[config.mk]
export PLATFORM = sky130hd
export DESIGN_NAME = alu_seq
export DESIGN_NICKNAME = d
export VERILOG_FILES = /design/src/rtl/alu_seq.sv
export SDC_FILE = /design/constraint.sdc
export NUM_CORES = 1
export LEC_CHECK = 0
export ABC_AREA = 1
export CAP_MARGIN = 20
export CORE_ASPECT_RATIO = 0.7
export CORE_MARGIN = 10
export CORE_UTILIZATION = 55
export CTS_CLUSTER_SIZE = 24
export DETAILED_ROUTE_END_ITERATION = 10
export PLACE_DENSITY = 0.71
export SLEW_MARGIN = 20
export SYNTH_ARGS = -nofsm -noshare
export SYNTH_HDL_FRONTEND = slang
export SYNTH_SLANG_ARGS = --single-unit
export TNS_END_PERCENT = 100
[constraint.sdc]
create_clock -name clk -period 3.2 [get_ports clk]
set_input_delay 0.48 -clock clk [delete_from_list [all_inputs] [get_ports clk]]
set_output_delay 0.48 -clock clk [all_outputs]
set_load 0.05 [all_outputs]
[src/rtl/alu_seq.sv]
// Sequential ALU with valid/ready handshakes on input and output.
// Shifts run one bit per cycle; MUL is an iterative shift-add; results are held until taken.
module alu_seq #(
  parameter int unsigned WIDTH = 8,
  localparam int unsigned SHW = $clog2(WIDTH)
) (
  input  logic             clk,
  input  logic             rst,
  input  logic             in_valid,
  output logic             in_ready,
  input  logic [WIDTH-1:0] A,
  input  logic [WIDTH-1:0] B,
  input  logic [2:0]       opcode,
  output logic             out_valid,
  input  logic             out_ready,
  output logic [WIDTH-1:0] Y,
  output logic             carry,
  output logic             zero,
  output logic             negative,
  output logic             overflow
);

  localparam int unsigned CW = $clog2(WIDTH + 1);

  localparam logic [2:0] OpAdd = 3'b000;
  localparam logic [2:0] OpSub = 3'b001;
  localparam logic [2:0] OpAnd = 3'b010;
  localparam logic [2:0] OpOr  = 3'b011;
  localparam logic [2:0] OpXor = 3'b100;
  localparam logic [2:0] OpShl = 3'b101;
  localparam logic [2:0] OpShr = 3'b110;
  localparam logic [2:0] OpMul = 3'b111;

  typedef enum logic [1:0] {StIdle, StBusy, StDone} state_e;

  state_e             r_state, w_state_d;
  logic [2:0]         r_op, w_op_d;
  logic [CW-1:0]      r_cnt, w_cnt_d;
  logic [2*WIDTH-1:0] r_acc, w_acc_d;
  logic [2*WIDTH-1:0] r_mcand, w_mcand_d;
  logic [WIDTH-1:0]   r_mplier, w_mplier_d;
  logic [WIDTH-1:0]   r_y, w_y_d;
  logic               r_carry, w_carry_d;
  logic               r_zero, w_zero_d;
  logic               r_neg, w_neg_d;
  logic               r_ovf, w_ovf_d;

  logic [WIDTH:0]     w_sum, w_diff;
  logic [2*WIDTH-1:0] w_acc_next;
  logic               w_y_upd;

  assign w_sum      = {1'b0, A} + {1'b0, B};
  assign w_diff     = {1'b0, A} - {1'b0, B};
  assign w_acc_next = r_acc + (r_mplier[0] ? r_mcand : '0);

  always_comb begin
    w_state_d  = r_state;
    w_op_d     = r_op;
    w_cnt_d    = r_cnt;
    w_acc_d    = r_acc;
    w_mcand_d  = r_mcand;
    w_mplier_d = r_mplier;
    w_y_d      = r_y;
    w_carry_d  = r_carry;
    w_ovf_d    = r_ovf;
    w_y_upd    = 1'b0;

    unique case (r_state)
      StIdle: begin
        if (in_valid) begin
          w_op_d    = opcode;
          w_y_upd   = 1'b1;
          w_carry_d = 1'b0;
          w_ovf_d   = 1'b0;
          w_state_d = StDone;
          unique case (opcode)
            OpAdd: begin
              w_y_d     = w_sum[WIDTH-1:0];
              w_carry_d = w_sum[WIDTH];
              w_ovf_d   = (A[WIDTH-1] == B[WIDTH-1]) && (w_sum[WIDTH-1] != A[WIDTH-1]);
            end
            OpSub: begin
              w_y_d     = w_diff[WIDTH-1:0];
              w_carry_d = w_diff[WIDTH];
              w_ovf_d   = (A[WIDTH-1] != B[WIDTH-1]) && (w_diff[WIDTH-1] != A[WIDTH-1]);
            end
            OpAnd: w_y_d = A & B;
            OpOr:  w_y_d = A | B;
            OpXor: w_y_d = A ^ B;
            OpShl, OpShr: begin
              w_y_d   = A;
              w_cnt_d = CW'(B[SHW-1:0]);
              if (B[SHW-1:0] != '0) w_state_d = StBusy;
            end
            OpMul: begin
              // Y keeps its old value until the product is complete.
              w_y_upd    = 1'b0;
              w_y_d      = r_y;
              w_acc_d    = '0;
              w_mcand_d  = {{WIDTH{1'b0}}, A};
              w_mplier_d = B;
              w_cnt_d    = CW'(WIDTH);
              w_state_d  = StBusy;
            end
            default: ;
          endcase
        end
      end
      StBusy: begin
        w_cnt_d = r_cnt - CW'(1);
        if (r_op == OpMul) begin
          w_acc_d    = w_acc_next;
          w_mcand_d  = r_mcand << 1;
          w_mplier_d = r_mplier >> 1;
          if (r_cnt == CW'(1)) begin
            w_y_d     = w_acc_next[WIDTH-1:0];
            w_carry_d = |w_acc_next[2*WIDTH-1:WIDTH];
            w_y_upd   = 1'b1;
            w_state_d = StDone;
          end
        end else begin
          w_y_upd = 1'b1;
          if (r_op == OpShl) begin
            w_carry_d = r_y[WIDTH-1];
            w_y_d     = r_y << 1;
          end else begin
            w_carry_d = r_y[0];
            w_y_d     = r_y >> 1;
          end
          if (r_cnt == CW'(1)) w_state_d = StDone;
        end
      end
      StDone: begin
        if (out_ready) w_state_d = StIdle;
      end
      default: w_state_d = StIdle;
    endcase

    // zero/negative track Y only when Y is written, so reset leaves them at 0.
    w_zero_d = w_y_upd ? (w_y_d == '0) : r_zero;
    w_neg_d  = w_y_upd ? w_y_d[WIDTH-1] : r_neg;
  end

  always_ff @(posedge clk) begin
    if (rst) begin
      r_state  <= StIdle;
      r_op     <= '0;
      r_cnt    <= '0;
      r_acc    <= '0;
      r_mcand  <= '0;
      r_mplier <= '0;
      r_y      <= '0;
      r_carry  <= 1'b0;
      r_zero   <= 1'b0;
      r_neg    <= 1'b0;
      r_ovf    <= 1'b0;
    end else begin
      r_state  <= w_state_d;
      r_op     <= w_op_d;
      r_cnt    <= w_cnt_d;
      r_acc    <= w_acc_d;
      r_mcand  <= w_mcand_d;
      r_mplier <= w_mplier_d;
      r_y      <= w_y_d;
      r_carry  <= w_carry_d;
      r_zero   <= w_zero_d;
      r_neg    <= w_neg_d;
      r_ovf    <= w_ovf_d;
    end
  end

  assign in_ready  = (r_state == StIdle) && !rst;
  assign out_valid = (r_state == StDone);
  assign Y         = r_y;
  assign carry     = r_carry;
  assign zero      = r_zero;
  assign negative  = r_neg;
  assign overflow  = r_ovf;

endmodule

### Word level (Yosys, flattened, before mapping)

Cells that the tools add are included.

| operators by class | value |
|---|---|
| $add $sub $neg | 4 |
| $mul | 0 |
| divide/modulo/power cells | 0 |
| order comparisons | 0 |
| equal/unequal tests | 23 |
| shift-type cells | 0 |
| muxes and demuxes | 40 |
| bitwise operators | 3 |
| reductions and logical operators | 16 |

Operators with widths:

| kind | number |
|---|---|
| $mux 16 | 7 |
| $pmux 16 s2 | 2 |
| $mux 8 | 7 |
| $pmux 8 s7 | 1 |
| $pmux 8 s2 | 2 |
| $eq 3x3->1 const B | 6 |
| $add 16x16->16 | 1 |
| $pmux 4 s2 | 2 |
| $add 8x8->9 | 1 |
| $reduce_and 3->1 | 3 |
| $sub 8x8->9 | 1 |
| $and 8x8->8 | 1 |
| $logic_not 8->1 | 1 |
| $mux 1 | 8 |
| $mux 2 | 4 |
| $or 8x8->8 | 1 |
| $pmux 1 s2 | 4 |
| $reduce_or 8->1 | 1 |
| $xor 8x8->8 | 1 |
| $eq 3x2->1 const B | 2 |
| $ne 2x2->1 const B | 3 |
| $pmux 2 s3 | 1 |
| $eq 4x1->1 const B | 1 |
| $mux 4 | 1 |
| 19 further kinds | 24 |

| word-level totals | value |
|---|---|
| bits in registers | 61 |
| latch bits | 0 |
| bits in writable memories | 0 |
| memory bits (read-only) | 0 |
| input bits | 23 |
| output and inout port bits | 14 |
| word-level logic and storage cells | 97 |
| memories | 0 |

### Depth between registers and ports, before layout

| logic depth | value |
|---|---|
| depth after elaboration | 6 |
| depth in mapped cells | 21 |
| gate-level depth less buffers | 19 |

### Worst setup path after synthesis

No wires, ideal clock.

| timing path | value |
|---|---|
| path type | register to register |
| start point | register r_mplier[0] |
| end point | register r_carry (netlist: carry) |
| setup time | 0.120 ns |
| arrival | 2.460 ns |
| required time | 3.080 ns |
| path slack | 0.620 ns |
| stages on the path, launching flop included | 22 |
| path buffers | 2 |
| period minus slack after synthesis | 2.580 ns |
| path through | dfxtp_1 > clkbuf_1 > clkbuf_1 > nand2_1 > inv_1 > ha_1 > inv_1 > fa_1 > o21ai_2 > nand2_1 > nand2_1 > nand2_1 > nand2_1 > nand2_1 > nand2_1 > nand2_1 > nor2_1 > nand2_1 > nand2_1 > nand2_1 > nand2_1 > a21oi_1 |

| on the way | value |
|---|---|
| word-level cells in the longest chain between the ends | 6 |

RTL lines:

| element | line | source |
|---|---|---|
| from (decl) | 41 | `logic [WIDTH-1:0] r_mplier, w_mplier_d;` |
| from (signal assigned) | 163 | `r_mplier <= w_mplier_d;` |
| $mux 16 | 54 | `assign w_acc_next = r_acc + (r_mplier[0] ? r_mcand : '0);` |
| $add 16x16->16 | 54 |  |
| $reduce_or 8->1 | 117 | `w_carry_d = \|w_acc_next[2*WIDTH-1:WIDTH];` |
| $mux 1 | 115 | `if (r_cnt == CW'(1)) begin` |
| $mux 1 | 111 | `if (r_op == OpMul) begin` |
| $pmux 1 s2 | 68 | `unique case (r_state)` |
| to (signal assigned) | 165 | `r_carry <= w_carry_d;` |
| to (decl) | 43 | `logic r_carry, w_carry_d;` |

Every way passes these cells. The select of a mux whose other input is x is not followed.
A chain may end at the register's enable or synchronous reset.

### Worst setup path after layout

| timing path | value |
|---|---|
| start point | input port A[0] |
| end point | register r_carry (netlist: carry) |

| on the way | value |
|---|---|
| word-level cells in the longest chain between the ends | 4 |
| elaborated cells on any way between the ends | 5 |
| those cells by class | add/sub: 2; mux: 3 |

RTL lines:

| element | line | source |
|---|---|---|
| from (decl) | 11 | `input logic [WIDTH-1:0] A,` |
| $sub 8x8->9 / $add 8x8->9 (equally long branches) | 53, 52 |  |
| $pmux 1 s2 * | 76 | `unique case (opcode)` |
| $mux 1 * | 70 | `if (in_valid) begin` |
| $pmux 1 s2 * | 68 |  |

Mark *: on every way between the ends. The rest lies on a longest branch, timed or not. The select of a mux whose other input is x is not followed.

==> reports/results.ini <==
[sta]
fin_crit_ns=2.96
final_hold_viol_count=0
setup_tns_ns=0
slew_violations=0
max_freq_ghz=0.338
timing.slew.headroom=0.541
fin_crit_sh=0.924
skew_ns=0.00746
setup_viol=0
worst-slew-pin-transition_ns=0.687
rsz0062_at_grt=no

[worst_setup_path]
r2r_start=r_mplier[0]
critical_path_required_ns=3.46
rr_endpoint=carry
endpoint_kind=flip-flop
path_buf_inv=3
crit_chain=clkdlybuf4s50_1 -> inv_1 -> ha_1 -> inv_1 -> fa_1 -> nand3_1 -> nand3_1 -> a21oi_1 -> nor2_1 -> o311ai_0 -> nand2_1 -> a21oi_1
crit_fanout=4
reg2reg_slack_ns=0.27
worstPathArrival_ns=3.22
criticalPathCategory=in2reg
startpoint_type=primary input
cp_slowest_cell=o311ai_0
slowest_delay_ns=0.52
rr_worst_depth=18
crit_family=compound AO/OA/AOI/OAI gates

[worst_hold_path]
hp-class=reg2reg
whs_endpoint=r_acc[10]
hold_path_startpoint=r_acc[10]
min_path_cells=2

[power_and_ir_drop]
power_density_nw_per_um2=424
report.power.total_uw=2560
irDropWorstVdd_v=0.000315
p_leak_uw=0.00292

[global_route]
grt_usage=0.255
gr-total-overflow=0
grt_max_degree=30
antenna_found_initial=0
grt_pass1_wl_um=27800
grt_pass1_vias=5194

[final_layout]
diodes=0
syn2layout_area_growth_pct=16.0
nets=939
fin_area_um2=6020
layout_common_cells=nand2_1 (258), inv_1 (102), a21oi_1 (73), nor2_1 (63), dfxtp_1 (61)
final_util=0.659
layout_commonest_cell=nand2_1
drive_above_1_share=0.0787

[route]
via_per_inst=5.82
first_pass_iters=5
wl_per_cell_um=17.7
drt_iter0_drc=720
routed.top_layer=met4
vias=5824
drcViolationCount=0
met3_length_um=2480
wl_met2_um=6730
wl_met1_um=8070
antenna_left=0
wl_um=17700

[logic_synthesis]
syn_inst=835
syn_nets=902
synth_top_area_cell=dfxtp_1
ys_seq_area_frac=0.235
syn_avg_cell_area_um2=6.22
ys_ff_latch=61
yosysUniqueCellTypes=40
yosysWarnings=0
synth.area.top_cells=dfxtp_1 (24%), nand2_1 (19%), ha_1 (9.9%)
synth_top_area_frac=0.235
netlist_area_um2=5190

[floorplan]
dieWidth_um=136
pin_count=37
rows=29
core_area_um2=9140
start_util=0.568
die_area_um2=13800
die_h_um=101

[run]
timing.max_cap.violations=0

[placement]
placed_area_um2=5690
numPortBuffers=36
gp_congestion=0.991
dpl.hpwl_um=13900

[cts]
cts_made_buffers=9
cts_tree=built
clk_latency_ns=0.34
cts_sinks=61
cts_root_buf=clkbuf_16
clkSlewWorstSetupHoldPaths_ns=0.06
post_cts_buffers=0
clockBufferDepth=2
htreeDepth=3

[status]
status=completed

routing by layer:
metal	global-route usage	vias to the layer above
li1	-	2786
met3	0.104	38
met1	0.365	2638
met5	0	-
met2	0.334	362
met4	0.0808	0
final cells by class:
type / instances / area, um^2
Timing Repair Buffer: 52 / 490
Sequential cell: 61 / 1220
Clock inverter: 3 / 67.6
Multi-Input combinational cell: 635 / 3400
Fill cell: 860 / 3120
Clock buffer: 13 / 260
Tap cell: 124 / 155
Inverter: 113 / 427
worst register-to-register path, delay by kind of cell (launching register included):
family          cells  cell delay [ns]
buf+inv             2             0.34
simple gates       13             1.30
fa+ha+maj           1             0.33
compound gates      2             0.34
flops               1             0.52
sequential cells by signal, summed over array words and instances (netlist names), 2 cells and up:
| register | count |
|---|---|
| r_op | 3 |
| r_acc | 16 |
| r_state | 2 |
| r_mplier | 8 |
| r_cnt | 4 |
| Y | 8 |
| r_mcand | 16 |
worst max-delay path by stage:
stage,startpoint,end,slack (ns),cells past startpoint
floorplan,r_mplier[0],carry,0.62,21
global route,r_mplier[0],carry,0.03,16
detailed placement,A[0],carry,0.03,12
finish,A[0],carry,0.24,12
global placement,A[0],carry,0.05,12
CTS,r_mplier[0],carry,0.29,18
synth_stat cells (all sizes together):
cell and number:
a21oi 75, fa 3, inv 113, o21bai 3, a221oi 1, buf 12, nor3 1, o22ai 1
clkbuf 14, o311ai 1, a21boi 2, nand2 263, dfxtp 61, nand3b 5, o211ai 7, xor2 7
nor2 71, a41oi 1, nor3b 1, a311oi 1, or2 4, o21a 3, xnor2 4, nand4 12
nand3 64, o21ai 44, a31oi 18, ha 41, a211oi 2
kinds of logic (layout without fill, tap and decap cells):
group | count (synthesis) | after routing | synth area share
buf+inv | 139 | 181 | 0.111
compound gates | 159 | 159 | 0.172
simple gates | 421 | 421 | 0.353
flops | 61 | 61 | 0.235
xor+xnor | 11 | 11 | 0.0185
fa+ha+maj | 44 | 44 | 0.110
power breakdown:
group / total [uW] / internal (uW) / switching, uW
logic: 625 / 207 / 418
registers: 851 / 806 / 45.0
clock network: 1080 / 725 / 356
total: 2560 / 1740 / 819
what timing repair did:
action | CTS | global route
gates resized for setup | 0 | 1
hold buffers | 0 | 0
endpoints found under the setup margin | 0 | 1
metrics by stage:
| stage | hold WS [ns] | std cells | setup slack, ns |
|---|---|---|---|
| final | 0.472 | 1001 | 0.243 |
| after global routing | 0.479 | 1001 | 0.0282 |
| after CTS | 0.471 | 1001 | 0.287 |
| after detailed placement | 0.461 | 985 | 0.0309 |
| after global placement | 0.452 | 985 | 0.0462 |
| after floorplan | 0.439 | 835 | 0.620 |
Note: power is estimated with default switching activity, not from simulation.
